### src/rtl/receptor_jogada.sv
// Play-capture unit: synchronizes and debounces the key switches, validates one-hot
// moves and enforces the per-move timeout window for the game FSM.
//
// state   | meaning
// OCIOSO  | idle; waiting for armar from the game FSM
// SOLTA   | armed, but a key from the previous move is still held
// AGUARDA | armed, keys released, waiting for a press
// FILTRA  | candidate value captured, counting stable samples
module receptor_jogada #(
  parameter int TIMEOUT_CICLOS = 3000,
  parameter int ESTAVEL_CICLOS = 2
) (
  input  logic       clock,
  input  logic       reset,
  input  logic       armar,
  input  logic [3:0] chaves,
  output logic [3:0] jogada,
  output logic       jogada_feita,
  output logic       jogada_invalida,
  output logic       timeout,
  output logic       aguardando,
  output logic [2:0] db_estado
);

  localparam int CT_W = $clog2(TIMEOUT_CICLOS + 1);
  localparam int CF_W = $clog2(ESTAVEL_CICLOS + 1);
  localparam logic [CT_W-1:0] CT_ULTIMO = CT_W'(TIMEOUT_CICLOS - 1);
  localparam logic [CF_W-1:0] CF_ALVO   = CF_W'(ESTAVEL_CICLOS);
  localparam logic [CT_W-1:0] CT_UM     = CT_W'(1);
  localparam logic [CF_W-1:0] CF_UM     = CF_W'(1);

  typedef enum logic [2:0] {
    OCIOSO  = 3'd0,
    SOLTA   = 3'd1,
    AGUARDA = 3'd2,
    FILTRA  = 3'd3
  } estado_t;

  estado_t         estado, prox;
  logic [3:0]      s1, s2;
  logic [3:0]      cand, cand_prox;
  logic [CT_W-1:0] ct, ct_prox;
  logic [CF_W-1:0] cf, cf_prox;
  logic [3:0]      jogada_prox;
  logic            feita_prox, invalida_prox, timeout_prox;
  logic            decidiu;
  logic            one_hot;
  logic            expira;

  // x & (x-1) clears the lowest set bit; zero result with x != 0 means one-hot.
  assign one_hot = (cand != 4'b0000) && ((cand & (cand - 4'd1)) == 4'b0000);
  assign expira  = (ct == CT_ULTIMO);

  always_ff @(posedge clock) begin
    if (reset) begin
      s1              <= 4'b0000;
      s2              <= 4'b0000;
      estado          <= OCIOSO;
      ct              <= '0;
      cf              <= '0;
      cand            <= 4'b0000;
      jogada          <= 4'b0000;
      jogada_feita    <= 1'b0;
      jogada_invalida <= 1'b0;
      timeout         <= 1'b0;
      aguardando      <= 1'b0;
      db_estado       <= 3'd0;
    end else begin
      s1              <= chaves;
      s2              <= s1;
      estado          <= prox;
      ct              <= ct_prox;
      cf              <= cf_prox;
      cand            <= cand_prox;
      jogada          <= jogada_prox;
      jogada_feita    <= feita_prox;
      jogada_invalida <= invalida_prox;
      timeout         <= timeout_prox;
      aguardando      <= (prox != OCIOSO);
      db_estado       <= prox;
    end
  end

  always_comb begin
    prox          = estado;
    ct_prox       = ct;
    cf_prox       = cf;
    cand_prox     = cand;
    jogada_prox   = jogada;
    feita_prox    = 1'b0;
    invalida_prox = 1'b0;
    timeout_prox  = 1'b0;
    decidiu       = 1'b0;

    if (estado != OCIOSO) begin
      ct_prox = ct + CT_UM;
    end

    unique case (estado)
      OCIOSO: begin
        if (armar) begin
          ct_prox = '0;
          prox    = (s2 == 4'b0000) ? AGUARDA : SOLTA;
        end
      end
      SOLTA: begin
        if (s2 == 4'b0000) begin
          prox = AGUARDA;
        end
      end
      AGUARDA: begin
        if (s2 != 4'b0000) begin
          cand_prox = s2;
          cf_prox   = CF_UM;
          prox      = FILTRA;
        end
      end
      FILTRA: begin
        if (s2 != cand) begin
          prox = AGUARDA;
        end else if (cf == CF_ALVO) begin
          decidiu = 1'b1;
          prox    = OCIOSO;
          if (one_hot) begin
            jogada_prox = cand;
            feita_prox  = 1'b1;
          end else begin
            invalida_prox = 1'b1;
          end
        end else begin
          cf_prox = cf + CF_UM;
        end
      end
      default: begin
        prox = OCIOSO;
      end
    endcase

    // A decision on the expiry edge takes priority over the timeout.
    if ((estado != OCIOSO) && expira && !decidiu) begin
      timeout_prox = 1'b1;
      prox         = OCIOSO;
    end
  end

endmodule

### config.mk
export PLATFORM = sky130hd
export DESIGN_NAME = receptor_jogada
export DESIGN_NICKNAME = d
export VERILOG_FILES = /design/src/rtl/receptor_jogada.sv
export SDC_FILE = /design/constraint.sdc
export NUM_CORES = 1
export LEC_CHECK = 0
export ABC_AREA = 1
export CAP_MARGIN = 20
export CORE_MARGIN = 4
export CORE_UTILIZATION = 56
export CTS_CLUSTER_SIZE = 12
export DETAILED_ROUTE_END_ITERATION = 8
export GPL_TIMING_DRIVEN = 0
export PLACE_DENSITY = 0.85
export SETUP_SLACK_MARGIN = 0.2
export SLEW_MARGIN = 20
export SYNTH_ARGS = -nofsm -noshare
export SYNTH_HDL_FRONTEND = slang
export SYNTH_SLANG_ARGS = --single-unit
export TNS_END_PERCENT = 5
### constraint.sdc
create_clock -name clock -period 3.64 [get_ports clock]
set_input_delay 0.91 -clock clock [delete_from_list [all_inputs] [get_ports clock]]
set_output_delay 0.91 -clock clock [all_outputs]
set_load 0.005 [all_outputs]
# [Yosys cells after proc, flatten, opt, wreduce, memory -nomap -nowiden]
# Cells that the tools add are included.
[totals] mem_count=0 out_inout_bits=11 reg_bits=37 mem_bits_rw=0 romBits=0 latch_bits=0 elab_cells=64 inputBits=7
[classes] div=0 muxes=21 n_bitwise=4 n_mul=0 shift=0 addsub=3 n_reduce_logical=16 order_cmp=0 eq_ne=9
[ops] cell="12-bit 2-to-1 mux" count=3
[ops] cell="3-bit 2-to-1 mux" count=6
[ops] cell="12-bit by 1-bit adder with 12-bit output (second input constant)" count=1
[ops] cell="12-bit equality test (second input constant)" count=1
[ops] cell="3-bit case mux with 4 select lines" count=1
[ops] cell="4-bit zero test" count=2
[ops] cell="2-bit 2-to-1 mux" count=4
[ops] cell="4-bit AND reduction" count=2
[ops] cell="4-bit nonzero test" count=2
[ops] cell="3-bit by 2-bit equality test with 1-bit output (second input constant)" count=2
[ops] cell="1-bit 2-to-1 mux" count=6
[ops] cell="2-bit inequality test (second input constant)" count=3
[ops] cell="3-bit nonzero test" count=2
[ops] cell="4-bit bitwise AND" count=1
[ops] cell="4-bit inequality test" count=1
[ops] cell="2-bit case mux with 2 select lines" count=1
[ops] cell="4-bit OR reduction" count=1
[ops] cell="4-bit by 1-bit subtractor with 4-bit output (second input constant)" count=1
[ops] cell="3-bit by 1-bit equality test with 1-bit output (second input constant)" count=1
[ops] cell="1-bit logical AND" count=3
[ops] cell="3-bit zero test" count=1
[ops] cell="1-bit NOT" count=3
[ops] cell="2-bit by 1-bit adder with 2-bit output (second input constant)" count=1
[ops] cell="2-bit equality test (second input constant)" count=1
[ops] cell="other kinds (3)" count=3

# [Depth between registers and ports, before layout]
[depth] depth_word=8 ltp_mapped=9 mapped_depth_nobuf=9

# [Worst setup path before layout]
# No wires, ideal clock.
[synth_timing] kind="input -> register" start="input armar" end="register ct[9]" setup_ns=0.113 t_arrival_ns=1.400 cell_stages=7 setup_slack_ns=2.127 n_path_buf=0 cell_sequence="nand3_2 > nand2_2 > inv_1 > nand2_1 > nand2_1 > o21ai_1 > inv_1"
[synth_between] elab_chain_cells=2
[synth_lines] element="start: declaration" line="15" text="input logic armar,"
[synth_lines] element="12-bit 2-to-1 mux" line="101" text="if (armar) begin"
[synth_lines] element="12-bit 2-to-1 mux" line="99" text="unique case (estado)"
[synth_lines] element="end signal: assignment" line="72" text="ct <= ct_prox;"
[synth_lines] element="end: declaration" line="42" text="logic [CT_W-1:0] ct, ct_prox;"
# Every way passes these cells.
# A chain may end at the register's enable or synchronous reset.

==> results.json <==
{
  "worstRegToRegCells": 9,
  "synthesis.area_mm2": 0.00176,
  "dr_total_vias": 1571,
  "ys.flop_type": "dfxtp_1",
  "drtPass1Iterations": 4,
  "power_density_mw_per_mm2": 407,
  "grt_max_degree": 13,
  "finalWorstSetupSlack_ns": 1.39,
  "clk-insertion-delay-late_ns": 0.35,
  "grt_overflow": 0,
  "cts_max_path_buffers": 2,
  "cts.clk_slew.worst_paths_ns": 0.11,
  "clock_sinks": 37,
  "synth_edf_count": 0,
  "clock_skew_ns": 0.00526,
  "netlist_instances": 255,
  "crit_required_ns": 2.73,
  "hold_viol": 0,
  "fin_area_mm2": 0.00208,
  "min_path_cells": 2,
  "async_reset_ff_share_pct": 0,
  "clock-root-buffer": "clkbuf_4",
  "drt_iter0_drc": 77,
  "dieHeight_um": 64.0,
  "nFillCells": 268,
  "ys_warn_count": 0,
  "ys_ff_latch": 37,
  "die_width_um": 64.0,
  "synth_fa_ha_area_share_pct": 1.43,
  "diodes": 0,
  "drv_slew": 0,
  "maxCapViolCount": 0,
  "cts_setup_buffers": 0,
  "status": "finished, final reports clean",
  "seq_area_um2": 741,
  "crit_path_max_incr_delay_ns": 0.54,
  "power.total_uw": 848,
  "crit_path_end_kind": "output pin",
  "vias_per_cell": 4.85,
  "hold_buffers": 0,
  "start_util_pct": 58.0,
  "critPathKind": "flop to output pin",
  "ios": 18,
  "totalWireLength_mm": 3.32,
  "cts_made_buffers": 5,
  "fin_crit_sh_pct": 61.8,
  "pre_cts_ws_ns": 1.36,
  "drc": 0,
  "critPathMaxFanout": 3,
  "setup_viol": 0,
  "cp_num_cells": 1,
  "cp_top_family": "buffers and inverters",
  "io_buffers": 17,
  "placed_cell_area_mm2": 0.00198,
  "power_leakage_nw": 0.894,
  "fmax_mhz": 444,
  "drt-wirelength-per-cell_um": 10.2,
  "syn_nets": 264,
  "fin_util_pct": 68.8,
  "cts_max_level": 2,
  "drive_above_1_share_pct": 12.1,
  "synth-compound-area-share_pct": 5.56,
  "crit_path_cell_trace": "clkdlybuf4s50_1",
  "core.rowCount": 20,
  "gp_congestion": 0.839,
  "antenna_left": 0,
  "grt_pass1_vias": 1511,
  "cp_slowest_cell": "clkdlybuf4s50_1",
  "synth_top_cell_by_area": "dfxtp_1",
  "grt_pass1_wl_mm": 6.05,
  "core_mm2": 0.00303,
  "grtUsageTotal_pct": 18.9,
  "synth_top_family_by_area": "simple AND/OR/NAND/NOR gates",
  "synth_mux_area_share_pct": 0,
  "holdCritPathClass": "flop to flop",
  "syn2layout_area_growth_pct": 18.7,
  "design.die.area_mm2": 0.00409,
  "arrival_ns": 1.34,
  "cts_resized": 0,
  "synth_top_area_share_pct": 42.2,
  "syn_avg_cell_area_um2": 6.88,
  "synth-simple-area-share_pct": 40.7,
  "yosys-top-cells-area": "dfxtp_1 42%, nand2_1 15%, nor2_1 9.6%",
  "cp-start-kind": "flop",
  "cts_tree": "yes",
  "multi_input_area_um2": 867,
  "yosysUniqueCellTypes": 25,
  "layout.nets": 288,
  "tns_ns": 0,
  "synth_seq_area_share_pct": 42.2,
  "crit_buf_inv": 1,
  "antenna_found_initial": 0,
  "grt_setup_unrepaired": "false",
  "min_period_ns": 2.25,
  "hpwl_mm": 2.45,
  "ir_drop_v": 0.000231,
  "synthXorXnorAreaFrac_pct": 1.50
}
==> worst paths after layout <==
check                               start      endpoint  slack (ns)
worst min-delay path                s1[0]         s2[0]        0.41
worst max register to register    cand[0]     jogada[0]        2.27
worst max-delay path            estado[2]  db_estado[2]        1.39
worst min register to register      s1[0]         s2[0]        0.41
==> registers in the layout, summed over array words and instances, names as in the netlist <==
name and count:
jogada_invalida 1, ct 12, timeout 1, cand 4
cf 2, s2 4, aguardando 1, estado 3
jogada 4, s1 4, jogada_feita 1
==> synth_stat cells, types with 3 or more instances <==
library cell / n
nor2_4: 6
xor2_1: 3
o21ai_0: 6
inv_1: 30
nor2_1: 45
nand3_2: 3
a21oi_1: 11
nand3_1: 13
nand2_1: 68
nor3_1: 6
inv_2: 7
nand2_2: 3
nor2_2: 3
dfxtp_1: 37
==> power breakdown <==
part           total (mW)  internal [mW]  switching [mW]
logic              0.0736         0.0285          0.0451
clock network       0.350          0.213           0.138
registers           0.424          0.416         0.00859
==> metrics by stage <==
stage               hold WS, ns  std cells
finish                    0.413        324
CTS                       0.414        324
global placement          0.389        316
global route              0.423        324
detailed placement        0.397        316
floorplan                 0.388        255
==> per-layer routing <==
layer / up-vias / share of wire [%] / wire (um) / GRT usage [%]
met5: - / 0 / 0 / 0
met4: 0 / 3.2 / 105 / 11.3
met3: 12 / 4.9 / 162 / 5.45
met2: 36 / 46 / 1510 / 30.2
met1: 687 / 46 / 1540 / 22.2
li1: 836 / - / - / -
==> placed cells by master (no fill, tap or decap), drive strengths merged <==
cell type and count:
ha 2, nand2 73, clkinv 1, dfxtp 37, nand4 2, nor3 7
xor2 3, clkdlybuf4s50 17, a22oi 1, nand3b 1, nor2 54, bufinv 2
o21ai 7, nand3 16, inv 37, nor3b 1, clkbuf 6, buf 1
a21oi 11, conb 1
==> cells by family (layout without fill, tap and decap cells) <==
family / count (synthesis) / count (layout)
buf+inv: 39 / 64
other cells: 1 / 1
fa+ha+maj: 2 / 2
xor+xnor: 3 / 3
flops: 37 / 37
compound gates: 19 / 19
simple gates: 154 / 154
==> layout make-up <==
class / count / share of cell area, %
Buffer: 2 / 0.420
Clock buffer: 5 / 1.80
Clock inverter: 3 / 3.12
Inverter: 37 / 6.67
Multi-Input combinational cell: 179 / 41.6
Sequential cell: 37 / 35.6
Tap cell: 44 / 2.64
Timing Repair Buffer: 17 / 8.17
No activity file was read; power rests on OpenSTA's default activity.
